[config.mk]
export PLATFORM = sky130hd
export DESIGN_NAME = metro_line_sequencer
export DESIGN_NICKNAME = d
export VERILOG_FILES = /design/src/rtl/metro_pkg.sv /design/src/rtl/metro_tick_timer.sv /design/src/rtl/metro_line_sequencer.sv
export SDC_FILE = /design/constraint.sdc
export NUM_CORES = 1
export LEC_CHECK = 0
export CAP_MARGIN = 10
export CELL_PAD_IN_SITES_DETAIL_PLACEMENT = 1
export CELL_PAD_IN_SITES_GLOBAL_PLACEMENT = 2
export CORE_ASPECT_RATIO = 1.1
export CORE_MARGIN = 1
export CORE_UTILIZATION = 25
export CTS_CLUSTER_DIAMETER = 60
export DETAILED_ROUTE_END_ITERATION = 7
export PLACE_DENSITY = 0.69
export SLEW_MARGIN = 40
export SYNTH_ARGS = -nofsm -noshare
export SYNTH_HDL_FRONTEND = slang
export SYNTH_SLANG_ARGS = --single-unit
[constraint.sdc]
create_clock -name clk_10Hz -period 5.6 [get_ports clk_10Hz]
set_input_delay 1.12 -clock clk_10Hz [delete_from_list [all_inputs] [get_ports clk_10Hz]]
set_output_delay 1.12 -clock clk_10Hz [all_outputs]
set_load 0.03 [all_outputs]
[src/rtl/metro_pkg.sv]
`default_nettype none
// ============================================================================
// Module  : metro_pkg
// Brief   : Shared types, constants and next-station helper for the metro
//           line sequencer. METRO_LOOP_LINE_EN selects a circular line.
// Revision: 1.0 - initial release
// ============================================================================
package metro_pkg;

  localparam int STATION_W = 3;
  localparam logic [STATION_W-1:0] MSG_ESTOP = 3'd7;

  typedef enum logic [2:0] {
    ST_IDLE    = 3'd0,
    ST_DWELL   = 3'd1,
    ST_CLOSING = 3'd2,
    ST_TRAVEL  = 3'd3,
    ST_ESTOP   = 3'd4
  } state_e;

  // Station reached from stn when travelling in direction dir.
  function automatic logic [STATION_W-1:0] next_station_f(
    input logic [STATION_W-1:0] stn,
    input logic                 dir,
    input logic [STATION_W-1:0] last_stn
  );
`ifdef METRO_LOOP_LINE_EN
    if (dir && (stn == last_stn)) return '0;
`else
    // Termini clamp so the 3-bit index can never wrap around.
    if (dir && (stn == last_stn)) return stn;
    if (!dir && (stn == '0)) return stn;
`endif
    return dir ? (stn + 1'b1) : (stn - 1'b1);
  endfunction

endpackage
`default_nettype wire

[src/rtl/metro_tick_timer.sv]
`default_nettype none
// ============================================================================
// Module  : metro_tick_timer
// Brief   : Phase timer for the sequencer. Load has priority over freeze,
//           freeze over counting; tc flags count == last.
// Revision: 1.0 - initial release
// ============================================================================
module metro_tick_timer #(
  parameter int WIDTH = 7
) (
  input  logic             clk_10Hz,
  input  logic             rst,
  input  logic             load,
  input  logic [WIDTH-1:0] preset,
  input  logic             count_en,
  input  logic             freeze,
  input  logic [WIDTH-1:0] last,
  output logic [WIDTH-1:0] count,
  output logic             tc
);

  logic [WIDTH-1:0] count_q, count_d;

  // Next count: preset on load, hold while frozen, otherwise advance.
  always_comb begin
    count_d = count_q;
    if (load) begin
      count_d = preset;
    end else if (!freeze && count_en) begin
      count_d = count_q + 1'b1;
    end
  end

  // Count register.
  always_ff @(posedge clk_10Hz) begin
    if (rst) begin
      count_q <= '0;
    end else begin
      count_q <= count_d;
    end
  end

  assign count = count_q;
  assign tc    = (count_q == last);

endmodule
`default_nettype wire

[src/rtl/metro_line_sequencer.sv]
`default_nettype none
// ============================================================================
// Module  : metro_line_sequencer
// Brief   : Single-train sequencer: dwell, door-close warning, travel and
//           emergency stop; drives the display message select.
//           Define METRO_LOOP_LINE_EN for a circular (loop) line.
// Revision: 1.0 - initial release
// ============================================================================
module metro_line_sequencer
  import metro_pkg::*;
#(
  parameter int NUM_STATIONS = 6,
  parameter int DWELL_TICKS  = 50,
  parameter int CLOSE_TICKS  = 10,
  parameter int TRAVEL_TICKS = 100,
  parameter int MAX_HOLDS    = 3
) (
  input  logic                 clk_10Hz,
  input  logic                 rst,
  input  logic                 run_en,
  input  logic                 emergency_stop,
  input  logic                 door_hold,
  output logic [STATION_W-1:0] station_idx,
  output logic [STATION_W-1:0] next_station,
  output logic                 direction,
  output logic                 door_open,
  output logic                 moving,
  output logic [STATION_W-1:0] msg_sel,
  output logic                 msg_restart
);

  localparam int MAX_DC    = (DWELL_TICKS > CLOSE_TICKS) ? DWELL_TICKS : CLOSE_TICKS;
  localparam int MAX_TICKS = (MAX_DC > TRAVEL_TICKS) ? MAX_DC : TRAVEL_TICKS;
  localparam int TIMER_W   = (MAX_TICKS > 1) ? $clog2(MAX_TICKS) : 1;
  localparam int HOLD_W    = (MAX_HOLDS > 0) ? $clog2(MAX_HOLDS + 1) : 1;

  localparam logic [TIMER_W-1:0]   DWELL_LAST  = TIMER_W'(DWELL_TICKS - 1);
  localparam logic [TIMER_W-1:0]   CLOSE_LAST  = TIMER_W'(CLOSE_TICKS - 1);
  localparam logic [TIMER_W-1:0]   TRAVEL_LAST = TIMER_W'(TRAVEL_TICKS - 1);
  localparam logic [HOLD_W-1:0]    HOLD_LIMIT  = HOLD_W'(MAX_HOLDS);
  localparam logic [STATION_W-1:0] LAST_STN    = STATION_W'(NUM_STATIONS - 1);

  state_e               state_q, state_d, saved_state_q, saved_state_d;
  logic [TIMER_W-1:0]   saved_time_q, saved_time_d;
  logic [STATION_W-1:0] station_q, station_d, next_stn_q, next_stn_d;
  logic                 dir_q, dir_d;
  logic [HOLD_W-1:0]    hold_q, hold_d;
  logic                 door_open_q, door_open_d, moving_q, moving_d;
  logic [STATION_W-1:0] msg_sel_q, msg_sel_d;
  logic                 msg_restart_q, msg_restart_d;

  logic                 t_load, t_en, t_freeze, t_tc;
  logic [TIMER_W-1:0]   t_preset, t_last, t_count;
  logic                 depart_dir;

  // Direction in force for the leg that starts when the dwell ends.
`ifdef METRO_LOOP_LINE_EN
  assign depart_dir = 1'b1;
`else
  assign depart_dir = (station_q == LAST_STN) ? 1'b0 :
                      (station_q == '0)       ? 1'b1 : dir_q;
`endif

  metro_tick_timer #(
    .WIDTH (TIMER_W)
  ) u_timer (
    .clk_10Hz (clk_10Hz),
    .rst      (rst),
    .load     (t_load),
    .preset   (t_preset),
    .count_en (t_en),
    .freeze   (t_freeze),
    .last     (t_last),
    .count    (t_count),
    .tc       (t_tc)
  );

  // Sequencing: emergency first, then terminal count, then hold/run_en.
  always_comb begin
    state_d       = state_q;
    saved_state_d = saved_state_q;
    saved_time_d  = saved_time_q;
    station_d     = station_q;
    next_stn_d    = next_stn_q;
    dir_d         = dir_q;
    hold_d        = hold_q;
    t_load        = 1'b0;
    t_preset      = '0;
    t_en          = 1'b0;
    t_freeze      = 1'b0;

    case (state_q)
      ST_CLOSING: t_last = CLOSE_LAST;
      ST_TRAVEL:  t_last = TRAVEL_LAST;
      default:    t_last = DWELL_LAST;
    endcase

    case (state_q)
      ST_IDLE: begin
        t_load = 1'b1;
        if (run_en) begin
          state_d = ST_DWELL;
          hold_d  = '0;
        end
      end
      ST_DWELL, ST_CLOSING, ST_TRAVEL: begin
        t_en = 1'b1;
        if (emergency_stop) begin
          // Terminal count pending this cycle is deferred until resume.
          state_d       = ST_ESTOP;
          saved_state_d = state_q;
          saved_time_d  = t_count;
          t_freeze      = 1'b1;
        end else if (t_tc) begin
          t_load = 1'b1;
          if (state_q == ST_DWELL) begin
            if (door_hold && (hold_q < HOLD_LIMIT)) begin
              hold_d = hold_q + 1'b1;
            end else if (!run_en) begin
              // Parked: doors stay open, timer sits on its terminal count.
              t_load   = 1'b0;
              t_freeze = 1'b1;
            end else begin
              state_d    = ST_CLOSING;
              dir_d      = depart_dir;
              next_stn_d = next_station_f(station_q, depart_dir, LAST_STN);
            end
          end else if (state_q == ST_CLOSING) begin
            state_d = ST_TRAVEL;
          end else begin
            state_d   = ST_DWELL;
            station_d = next_stn_q;
            hold_d    = '0;
          end
        end
      end
      ST_ESTOP: begin
        t_freeze = 1'b1;
        if (!emergency_stop) begin
          state_d  = saved_state_q;
          t_load   = 1'b1;
          t_preset = saved_time_q;
        end
      end
      default: state_d = ST_IDLE;
    endcase

    door_open_d = (state_d == ST_DWELL);
    moving_d    = (state_d == ST_TRAVEL);
    if (state_d == ST_ESTOP) begin
      msg_sel_d = MSG_ESTOP;
    end else if (state_d == ST_TRAVEL) begin
      msg_sel_d = next_stn_d;
    end else begin
      msg_sel_d = station_d;
    end
    // Every state change restarts the scroll except the start of the warning.
    msg_restart_d = (state_d != state_q) &&
                    !((state_q == ST_DWELL) && (state_d == ST_CLOSING));
  end

  // State and registered outputs.
  always_ff @(posedge clk_10Hz) begin
    if (rst) begin
      state_q       <= ST_IDLE;
      saved_state_q <= ST_IDLE;
      saved_time_q  <= '0;
      station_q     <= '0;
      next_stn_q    <= STATION_W'(1);
      dir_q         <= 1'b1;
      hold_q        <= '0;
      door_open_q   <= 1'b0;
      moving_q      <= 1'b0;
      msg_sel_q     <= '0;
      msg_restart_q <= 1'b0;
    end else begin
      state_q       <= state_d;
      saved_state_q <= saved_state_d;
      saved_time_q  <= saved_time_d;
      station_q     <= station_d;
      next_stn_q    <= next_stn_d;
      dir_q         <= dir_d;
      hold_q        <= hold_d;
      door_open_q   <= door_open_d;
      moving_q      <= moving_d;
      msg_sel_q     <= msg_sel_d;
      msg_restart_q <= msg_restart_d;
    end
  end

  assign station_idx  = station_q;
  assign next_station = next_stn_q;
  assign direction    = dir_q;
  assign door_open    = door_open_q;
  assign moving       = moving_q;
  assign msg_sel      = msg_sel_q;
  assign msg_restart  = msg_restart_q;

endmodule
`default_nettype wire
# Word-level counts from Yosys, hierarchy flattened
# Index checks and enable logic that the tools add are counted.
dict set report classes {
  add_sub_neg 4
  n_mul 0
  div 0
  n_lt_le_gt_ge 1
  eq_ne 16
  n_shift 0
  mux 70
  bitwise_logic 2
  n_reduce_logical 17
}
# op count
set op_table {}
lappend op_table {{two-way mux 3 bit} 25}
lappend op_table {{two-way mux 1 bit} 29}
lappend op_table {{two-way mux 7 bit} 4}
lappend op_table {{two-way mux 2 bit} 7}
lappend op_table {{case mux 7 bit (2 select lines)} 1}
lappend op_table {{equality test 3 x 2 -> 1 bit, second input constant} 4}
lappend op_table {{AND reduction 6 bit} 2}
lappend op_table {{equality test 3 bit, second input constant} 3}
lappend op_table {{case mux 3 bit (3 select lines)} 1}
lappend op_table {{adder 7 x 1 -> 7 bit, second input constant} 1}
lappend op_table {{equality test 7 bit} 1}
lappend op_table {{equality test 3 x 1 -> 1 bit, second input constant} 2}
lappend op_table {{logical AND 1 bit} 6}
lappend op_table {{logical NOT 3 bit} 2}
lappend op_table {{!= test 2 bit, second input constant} 3}
lappend op_table {{!= test 3 bit, second input constant} 2}
lappend op_table {{case mux 2 bit (2 select lines)} 1}
lappend op_table {{nonzero test 2 bit} 2}
lappend op_table {{adder 3 x 1 -> 3 bit, second input constant} 1}
lappend op_table {{logical NOT 1 bit} 3}
lappend op_table {{!= test 3 bit} 1}
lappend op_table {{case mux 1 bit (3 select lines)} 1}
lappend op_table {{OR reduction 3 bit} 1}
lappend op_table {{subtractor 3 x 1 -> 3 bit, second input constant} 1}
lappend op_table {{other kinds (5)} 6}
dict set report word_totals {
  register_bits 35
  latch_bits 0
  ram_bits 0
  mem_bits_ro 0
  elab_cells 122
  memories 0
}

# Depth between registers and ports, before layout
# Gate-level depths: netlist of the first run.
dict set report depth {
  word_depth 28
  depth_mapped 10
  ltp_nobuf 10
}

# Cells and area by module
# Synthesis of the first run repeated with hierarchy kept, for this count alone.
dict set report hier_totals {
  cells_unflattened 229
  hier_area_um2 1958.1
}
# mod n_inst cells_each area_per_inst_um2
set by_module_without_submodules {}
lappend by_module_without_submodules {metro_line_sequencer 1 178 1508.9}
lappend by_module_without_submodules {metro_tick_timer 1 51 449.2}

# Worst setup path before layout of the first run
# Ideal clock, no wire load.
dict set report synth_timing {
  path_kind {input to register}
  start {input port emergency_stop}
  end {register msg_sel_q[0] (netlist: msg_sel[0])}
  arrival_time_ns 2.674
  required_ns 5.521
  path_slack_ns 2.847
  path_stages 8
  n_path_buf 1
  path_cell_list {clkbuf_1 > nor2_1 > nand2_1 > or3_1 > o211ai_2 > a21oi_1 > nand3b_1 > o211ai_1}
}
dict set report synth_via {
  elab_chain_cells 5
  word_cells_on_any_way 11
}
# element line
set synth_rtl {}
lappend synth_rtl {{start: declaration} metro_line_sequencer.sv:21} ;# input logic emergency_stop,
lappend synth_rtl {{two-way mux 3 bit} -}
lappend synth_rtl {{case mux 3 bit (3 select lines)} metro_line_sequencer.sv:98} ;# case (state_q)
lappend synth_rtl {{equality test 3 x 2 -> 1 bit} metro_line_sequencer.sv:152} ;# end else if (state_d == ST_TRAVEL) begin
lappend synth_rtl {{two-way mux 3 bit} metro_line_sequencer.sv:152}
lappend synth_rtl {{two-way mux 3 bit (*)} metro_line_sequencer.sv:150} ;# if (state_d == ST_ESTOP) begin
lappend synth_rtl {{end signal: assignment} metro_line_sequencer.sv:186} ;# msg_sel_q <= msg_sel_d;
lappend synth_rtl {{end: declaration} metro_line_sequencer.sv:49} ;# logic [STATION_W-1:0] msg_sel_q, msg_sel_d;
# Mark *: on every way between the ends. The rest lies on a longest branch, timed or not.
# A chain may end at the register's enable or synchronous reset.

# Worst setup path after layout of the first run
# Same ends and word-level chain as after synthesis.

==> results of run 1 <==
-- worst min-delay path, stage by stage (launching register included) --
cell and delay, ns:
dfxtp_1 0.32, nand2_1 0.05, a21oi_1 0.05
-- Yosys cell counts, drive strengths merged (2+ instances only) --
master  count
dfxtp      35
nor2       28
a21oi      23
mux2i      17
nand2      17
clkbuf      9
nor3        8
nand3       7
o21ai       7
a31oi       5
inv         5
o211ai      5
and3        4
nand2b      4
or2         4
a21o        3
nand3b      3
or3         3
or3b        3
a32o        2
and3b       2
buf         2
ha          2
nor2b       2
nor3b       2
nor4bb      2
o21bai      2
o31ai       2
-- metrics by stage --
step	hold slack, ns	setup slack [ns]	utilization
2_1_floorplan	0.4356	2.847	-
3_3_place_gp	0.4457	2.226	0.2879
3_5_place_dp	0.4582	2.126	0.2879
4_1_cts	0.4705	2.437	0.3037
5_1_grt	0.4953	2.281	0.3037
6_report	0.4696	2.442	0.3037
-- logic make-up after synthesis --
group	after synthesis	synth area share
AOI/OAI and AO/OA	57	0.2110
xor gates and xnor gates	1	0.004603
adders and majority gates	3	0.02367
buffers and inverters	16	0.03616
DFF	35	0.3682
muxes	17	0.09138
and+or+nand+nor	93	0.2650
-- placed cells by master (no fill, tap or decap), drive strengths merged, types with 2 or more instances in the layout --
cell type,netlist,final
a21o,3,3
nand2b,4,4
a31oi,5,5
and3b,2,2
or2,4,4
and3,4,4
o211ai,5,5
o21ai,7,7
clkbuf,9,6
nor2,28,28
a32o,2,2
or3,3,3
mux2i,17,17
inv,5,5
nor3b,2,2
o21bai,2,2
or3b,3,3
nand3,7,7
o31ai,2,2
nand2,17,17
a21oi,23,23
clkdlybuf4s50,0,17
ha,2,2
nor4bb,2,2
dfxtp,35,35
nor3,8,8
nor2b,2,2
nand3b,3,3
-- flip-flops by register name, summed over array words and instances, names as in the netlist --
signal and cells:
msg_restart 1, saved_time_q 7, direction 1, hold_q 2, door_open 1, u_timer.count 7
msg_sel 3, state_q 3, moving 1, saved_state_q 3, station_idx 3, next_station 3
-- final cells by class --
type                       instances  share of cell area
sequential                        35              0.3104
timing repair buffer              18             0.07871
clock inverter                     2             0.01552
clock buffer                       6             0.03659
tap                               87             0.04823
inverter                           5            0.008315
multi-input combinational        171              0.5022
-- routing by layer --
layer | routed length, um | global-route usage | vias up
met5 | 0 | 0 | -
met3 | 117 | 0.03001 | 6
li1 | - | - | 834
met1 | 2429 | 0.1733 | 813
met4 | 76 | 0.04661 | 0
met2 | 2294 | 0.2231 | 23
-- power by group --
| group | leakage [nW] | internal, mW | total [mW] | switching [mW] |
|---|---|---|---|---|
| Sequential | 0.283 | 0.253 | 0.257 | 0.00468 |
| Combinational | 0.550 | 0.0193 | 0.0512 | 0.0319 |
| Clock | 0.0612 | 0.144 | 0.243 | 0.0986 |
-- worst max-delay path by stage --
stage                   startpoint  slack [ns]    endpoint  cells after the start
finish              emergency_stop        2.44  msg_sel[0]                      8
global route        emergency_stop        2.28  msg_sel[0]                      8
CTS                 emergency_stop        2.44  msg_sel[0]                      8
detailed placement  emergency_stop        2.13  msg_sel[0]                      8
global placement    emergency_stop        2.23  msg_sel[2]                      8
floorplan           emergency_stop        2.85  msg_sel[0]                      8
==> results_dict.tcl, run 1 <==
set metrics [dict create \
    ir_worst_vdd_mv 0.1045 \
    dp.cells 316 \
    wl_per_cell_um 15.18 \
    setup-violations-final 0 \
    total_leakage_power_nw 0.8945 \
    drt-pass1-iter-count 4 \
    yosys.area.top_type "dfxtp_1" \
    synth-async-reset-ratio 0 \
    ff2ff_setup_slack_ns 2.74 \
    powerDensity_nw_per_um2 244.2 \
    worstReg2RegStart "state_q[0]" \
    setup_tns_ns 0 \
    clock_path_buffers 2 \
    grt_max_degree 31 \
    initial_utilization 0.2561 \
    worstMarginPinSlew_ns 0.7611 \
    holdBufCountCts 0 \
    cpPeakStageDelay_ns 0.54 \
    multi_input_area_um2 1134 \
    cp-start-kind "input pin" \
    die_width_um 85.19 \
    synth-edff-count 0 \
    cp.required_ns 5.82 \
    clk_pin_slew_ns 0.08 \
    worst-path-buf-inv 1 \
    arrival_ns 3.37 \
    drtIter0Drc 70 \
    end_kind "flip-flop" \
    design_area_um2 2257 \
    numCtsBuffers 5 \
    critPathSlowestCell "clkdlybuf4s50_1" \
    fin_cells 324 \
    path_delay_family "simple AND/OR/NAND/NOR gates" \
    yosysWarnings 0 \
    tritoncts "done" \
    p_total_uw 551.2 \
    ant_nets 0 \
    n_antenna_cell 0 \
    synth-main-ff-cell "dfxtp_1" \
    cts-resized-gates 0 \
    antenna_found_initial 0 \
    yosys_register_bits 35 \
    cp_max_fo 8 \
    min_to "hold_q[1]" \
    hp-start "hold_q[1]" \
    yosys.area.top_type_share 0.3682 \
    globalplace.congestion 0.7268 \
    portBuffers 17 \
    grt_pass1_vias 1639 \
    ios 18 \
    ff_latch_area_um2 700.7 \
    max_freq_mhz 316.6 \
    post-dp-hpwl_um 3438 \
    placed_area_um2 2140 \
    ys_seq_area_frac 0.3682 \
    die_h_um 93.51 \
    drive_gt1_frac 0.09705 \
    routed_via_density 5.173 \
    min_delay_path_depth 2 \
    synth.distinct_cells 51 \
    grt_pass1_wl_um 8307 \
    criticalPathCategory "in -> reg" \
    outcome "complete, no violations" \
    synthesis.nets 230 \
    rsz0062_at_grt "false" \
    netlist_instances 222 \
    grt_overflow 0 \
    fin_nets 244 \
    fin_crit_ns 3.158 \
    cts_max_level 2 \
    finClkSkew_ns 0.004970 \
    clk-insertion-delay-late_ns 0.29 \
    finalCritPeriodShare 0.5640 \
    coreArea_um2 7432 \
    drt-total-wl_um 4918 \
    synth_area_leaders "dfxtp_1, mux2i_1, a21oi_1" \
    track_usage 0.1352 \
    r2r_end "msg_sel[2]" \
    vias 1676 \
    fill_cells 900 \
    max-cap-violations 0 \
    path_cells "clkdlybuf4s50_1 -> nor2_1 -> nand2_1 -> or3_1 -> o211ai_2 -> a21oi_1 -> nand3b_1 -> o211ai_1" \
    hold_path_class "reg -> reg" \
    area_delta_synth_final_pct 18.61 \
    die_area_um2 7966 \
    syn_area_per_cell_um2 8.572 \
    cts_setup_buffers 0 \
    max_slew_margin 0.4781 \
    worst_r2r_path_depth 7 \
    netlist_area_um2 1903 \
    cts_num_sinks 35 \
    drcViolationCount 0 \
    root_buffer "clkbuf_8" \
    drv_slew 0 \
    rows 33 \
    hold_violations 0 \
]
No activity file was read; power rests on OpenSTA's default activity.
==> inputs of run 2 (changes only) <==
==> constraint.sdc (replaced) <==
create_clock -name clk_10Hz -period 2.99 [get_ports clk_10Hz]
set_input_delay 0.598 -clock clk_10Hz [delete_from_list [all_inputs] [get_ports clk_10Hz]]
set_output_delay 0.598 -clock clk_10Hz [all_outputs]
set_load 0.03 [all_outputs]
==> results_dict.tcl, run 2 (synthesized netlist as in run 1, its figures left out) <==
set metrics [dict create \
    numCtsBuffers 5 \
    worstMarginPinSlew_ns 0.7052 \
    fill_cells 875 \
    max_freq_mhz 396.7 \
    drive_gt1_frac 0.1224 \
    rows 33 \
    hold_violations 0 \
    max_slew_margin 0.5164 \
    max-cap-violations 0 \
    use_met3 0.03266 \
    grt_pass1_wl_um 8597 \
    ir_worst_vdd_mv 0.1947 \
    post-dp-hpwl_um 3813 \
    cp.required_ns 3.18 \
    die_h_um 93.51 \
    hold_path_class "reg -> reg" \
    end_kind "flip-flop" \
    setup_tns_ns 0 \
    criticalPathCategory "reg -> reg" \
    gr-max-usage-layer "met2" \
    grt_max_degree 19 \
    rsz0062_at_grt "false" \
    cts_num_sinks 35 \
    arrival_ns 2.71 \
    globalplace.congestion 0.7475 \
    holdBufCountCts 0 \
    area_delta_synth_final_pct 20.58 \
    p_total_uw 949.7 \
    drt-pass1-iter-count 2 \
    portBuffers 17 \
    worstReg2RegStart "state_q[0]" \
    cts_max_level 2 \
    final_common_cell "dfxtp_1" \
    drv_slew 0 \
    cpPeakStageDelay_ns 0.56 \
    total_leakage_power_nw 0.9224 \
    ff2ff_setup_slack_ns 0.47 \
    routed_via_density 5.078 \
    n_antenna_cell 0 \
    fin_crit_ns 2.521 \
    grt_overflow 0 \
    outcome "complete, no violations" \
    die_width_um 85.19 \
    placed_area_um2 2200 \
    drt-total-wl_um 5030 \
    endpoint "msg_sel[1]" \
    critPathLaunch "state_q[0]" \
    ff_latch_area_um2 700.7 \
    drcViolationCount 0 \
    fin_nets 252 \
    critPathSlowestCell "or4_4" \
    whs_ns 0.4703 \
    grt_pass1_vias 1721 \
    drtIter0Drc 37 \
    multi_input_area_um2 1134 \
    antenna_found_initial 0 \
    ant_nets 0 \
    tritoncts "done" \
    cp-start-kind "flip-flop" \
    powerDensity_nw_per_um2 413.9 \
    path_cells "or3b_4 -> o32a_4 -> or4_4 -> a31oi_4 -> o21bai_4 -> mux2i_1 -> nand2_1" \
    clk_pin_slew_ns 0.08 \
    fin_ws_ns 0.4692 \
    die_area_um2 7966 \
    r2r_end "msg_sel[1]" \
    root_buffer "clkbuf_8" \
    cp_max_fo 8 \
    setup-violations-final 0 \
    place_ws_ns 0.3969 \
    vias 1686 \
    dp.cells 324 \
    grt_use_met2 0.2473 \
    path_delay_family "simple AND/OR/NAND/NOR gates" \
    finalCritPeriodShare 0.8431 \
    design_area_um2 2295 \
    track_usage 0.1401 \
    cp.depth 7 \
    worst_r2r_path_depth 7 \
    wl_per_cell_um 15.15 \
    coreArea_um2 7432 \
    cts_setup_buffers 0 \
    final_util 0.3088 \
    clk-insertion-delay-late_ns 0.29 \
    finClkSkew_ns 0.01655 \
    initial_utilization 0.2561 \
    worst-path-buf-inv 0 \
    grt.met1_usage 0.1677 \
    cts-resized-gates 0 \
    final_cell_mix "dfxtp_1, nor2_1, a21oi_1" \
    ios 18 \
    clock_path_buffers 2 \
    fin_cells 332 \
]
## run 2: changes by cell type in the layout (fill, tap and decap cells not counted), sizes merged
cell / change
buf: +8
bufinv: -1
clkbuf: +1
## run 2: final cells by class
class / instances / share of cell area
inverters: 5 / 0.008179
flip-flops and latches: 35 / 0.3053
well taps: 87 / 0.04744
clock inverters: 1 / 0.003817
repair buffers: 26 / 0.1036
multi-input cells: 171 / 0.4940
clock buffers: 7 / 0.03762
## run 2: power breakdown
part / internal, mW / total (mW) / switching [mW]
Clock: 0.189 / 0.367 / 0.179
Combinational: 0.0413 / 0.102 / 0.0611
Sequential: 0.473 / 0.480 / 0.00669
## run 2: routing by layer
metal	wire (um)	vias up	part of all wire
met5	0	-	0
met4	64	0	0.013
met3	118	6	0.023
met2	2429	19	0.48
met1	2417	815	0.48
li1	-	846	-
## run 2: worst min path at each step
stage / cells past startpoint / slack [ns] / from / endpoint
6_report: 2 / 0.47 / hold_q[1] / hold_q[1]
4_1_cts: 2 / 0.48 / hold_q[1] / hold_q[1]
3_3_place_gp: 2 / 0.45 / hold_q[1] / hold_q[1]
3_5_place_dp: 2 / 0.46 / hold_q[1] / hold_q[1]
2_1_floorplan: 2 / 0.44 / hold_q[1] / hold_q[1]
5_1_grt: 2 / 0.50 / hold_q[1] / hold_q[1]
## run 2: worst min-delay path: cells and delay by family (launching register included)
family	cells	cell delay [ns]
AND/OR/NAND/NOR	1	0.06
flip-flops	1	0.32
AO/OA/AOI/OAI	1	0.05
==> inputs of run 3 (changes only) <==
==> constraint.sdc (replaced) <==
create_clock -name clk_10Hz -period 2.4 [get_ports clk_10Hz]
set_input_delay 0.48 -clock clk_10Hz [delete_from_list [all_inputs] [get_ports clk_10Hz]]
set_output_delay 0.48 -clock clk_10Hz [all_outputs]
set_load 0.03 [all_outputs]
==> results_dict.tcl, run 3 (synthesized netlist as in run 1, its figures left out) <==
set metrics [dict create \
    grt_overflow 0 \
    cp_max_fo 7 \
    antenna_found_initial 0 \
    combPwrFrac 0.121 \
    vias 1761 \
    drt-pass1-iter-count 4 \
    drtIter0Drc 30 \
    max_freq_mhz 425.2 \
    track_usage 0.1456 \
    multi_input_area_um2 1147 \
    max_slew_margin 0.6884 \
    ff2ff_setup_slack_ns 0.05 \
    internal_power_uw 972.0 \
    design_area_um2 2514 \
    ff_latch_area_um2 705.7 \
    tritoncts "done" \
    globalplace.congestion 0.8057 \
    numCtsBuffers 5 \
    arrival_ns 2.54 \
    n_antenna_cell 0 \
    cts_num_sinks 35 \
    grt_pass1_vias 1807 \
    dp.cells 348 \
    clk_pin_slew_ns 0.08 \
    initial_utilization 0.2561 \
    placed_area_um2 2380 \
    fin_crit_ns 2.352 \
    p_clk_frac 0.422 \
    ios 18 \
    routed_via_density 4.947 \
    cts_max_level 2 \
    die_area_um2 7966 \
    coreArea_um2 7432 \
    clk-insertion-delay-late_ns 0.29 \
    drcViolationCount 0 \
    worstReg2RegStart "state_q[2]" \
    portBuffers 17 \
    criticalPathCategory "reg -> reg" \
    seq_power_share 0.457 \
    powerDensity_nw_per_um2 517.2 \
    worstMarginPinSlew_ns 0.4584 \
    setup_tns_ns 0 \
    die_h_um 93.51 \
    die_width_um 85.19 \
    ir_worst_vdd_mv 0.3681 \
    min_delay_path_depth 2 \
    setup-violations-final 0 \
    total_leakage_power_nw 1.044 \
    cp-start-kind "flip-flop" \
    drive_gt1_frac 0.2230 \
    ant_nets 0 \
    area_delta_synth_final_pct 32.08 \
    fill_cells 877 \
    p_sw_frac 0.2523 \
    rsz0062_at_grt "true" \
    end_kind "flip-flop" \
    final_cell_mix "dfxtp_1, buf_4, nor2_1" \
    fin_nets 276 \
    cts_setup_buffers 0 \
    grt_pass1_wl_um 9025 \
    clock_path_buffers 2 \
    rows 33 \
    finalCritPeriodShare 0.9800 \
    critPathLaunch "state_q[2]" \
    hold_violations 0 \
    fin_cells 356 \
    hold_path_class "reg -> reg" \
    outcome "complete, no violations" \
    wl_per_cell_um 15.22 \
    p_sw_uw 328.0 \
    worst_r2r_path_depth 7 \
    max-cap-violations 0 \
    grt_max_degree 22 \
    finClkSkew_ns 0.009543 \
    cp.required_ns 2.59 \
    drt-total-wl_um 5420 \
    drv_slew 0 \
    root_buffer "clkbuf_8" \
    hp-start "hold_q[1]" \
    post-dp-hpwl_um 4076 \
]
run 3: worst paths after layout:
kind | end
worst max register to register | msg_sel[1]
worst min register to register | hold_q[1]
worst max-delay path | msg_sel[1]
worst min-delay path | hold_q[1]
run 3: critical path: stages (launching register included):
cell and delay, ns:
dfxtp_2 0.36, or3b_4 0.40, o32a_4 0.37, or4_4 0.44, a31oi_4 0.24, o21bai_4 0.17, mux2i_1 0.21, nand2_1 0.06
run 3: final cells by class:
| type | count | area share |
|---|---|---|
| Timing Repair Buffer | 50 | 0.1663 |
| Tap cell | 87 | 0.04330 |
| Clock buffer | 5 | 0.02738 |
| Sequential cell | 35 | 0.2807 |
| Multi-Input combinational cell | 171 | 0.4564 |
| Inverter | 5 | 0.007466 |
| Clock inverter | 3 | 0.01842 |
run 3: power groups by stage:
stage | sequential [mW] | clock (mW) | combinational (mW)
final | 0.595 | 0.548 | 0.157
after global routing | 0.596 | 0.590 | 0.172
after CTS | 0.596 | 0.576 | 0.157
after detailed placement | 0.609 | 0 | 0.157
after global placement | 0.609 | 0 | 0.155
after floorplan | 0.616 | 0 | 0.0790
run 3: repair_timing:
action / in CTS / in global routing
setup endpoints to repair: 3 / 13
pin swaps: 1 / 3
resized for setup: 1 / 5
hold buffers: 0 / 0
run 3: metrics by stage:
step | setup slack [ns] | power, mW | hold WS, ns | utilization
after detailed placement | -0.1264 | 0.7660 | 0.4576 | 0.3202
after global placement | -0.06202 | 0.7638 | 0.4451 | 0.3202
after global routing | -0.04971 | 1.357 | 0.4858 | 0.3382
after floorplan | 0.04844 | 0.6953 | 0.4356 | -
final | 0.04800 | 1.300 | 0.4627 | 0.3382
after CTS | 0.01515 | 1.329 | 0.4677 | 0.3359
run 3: per-layer routing:
layer  track usage  vias up  part of all wire
li1              -      893                 -
met1        0.1756      836              0.47
met2        0.2581       22              0.49
met3       0.02736       10             0.015
met4       0.04944        0             0.020
met5             0        -                 0
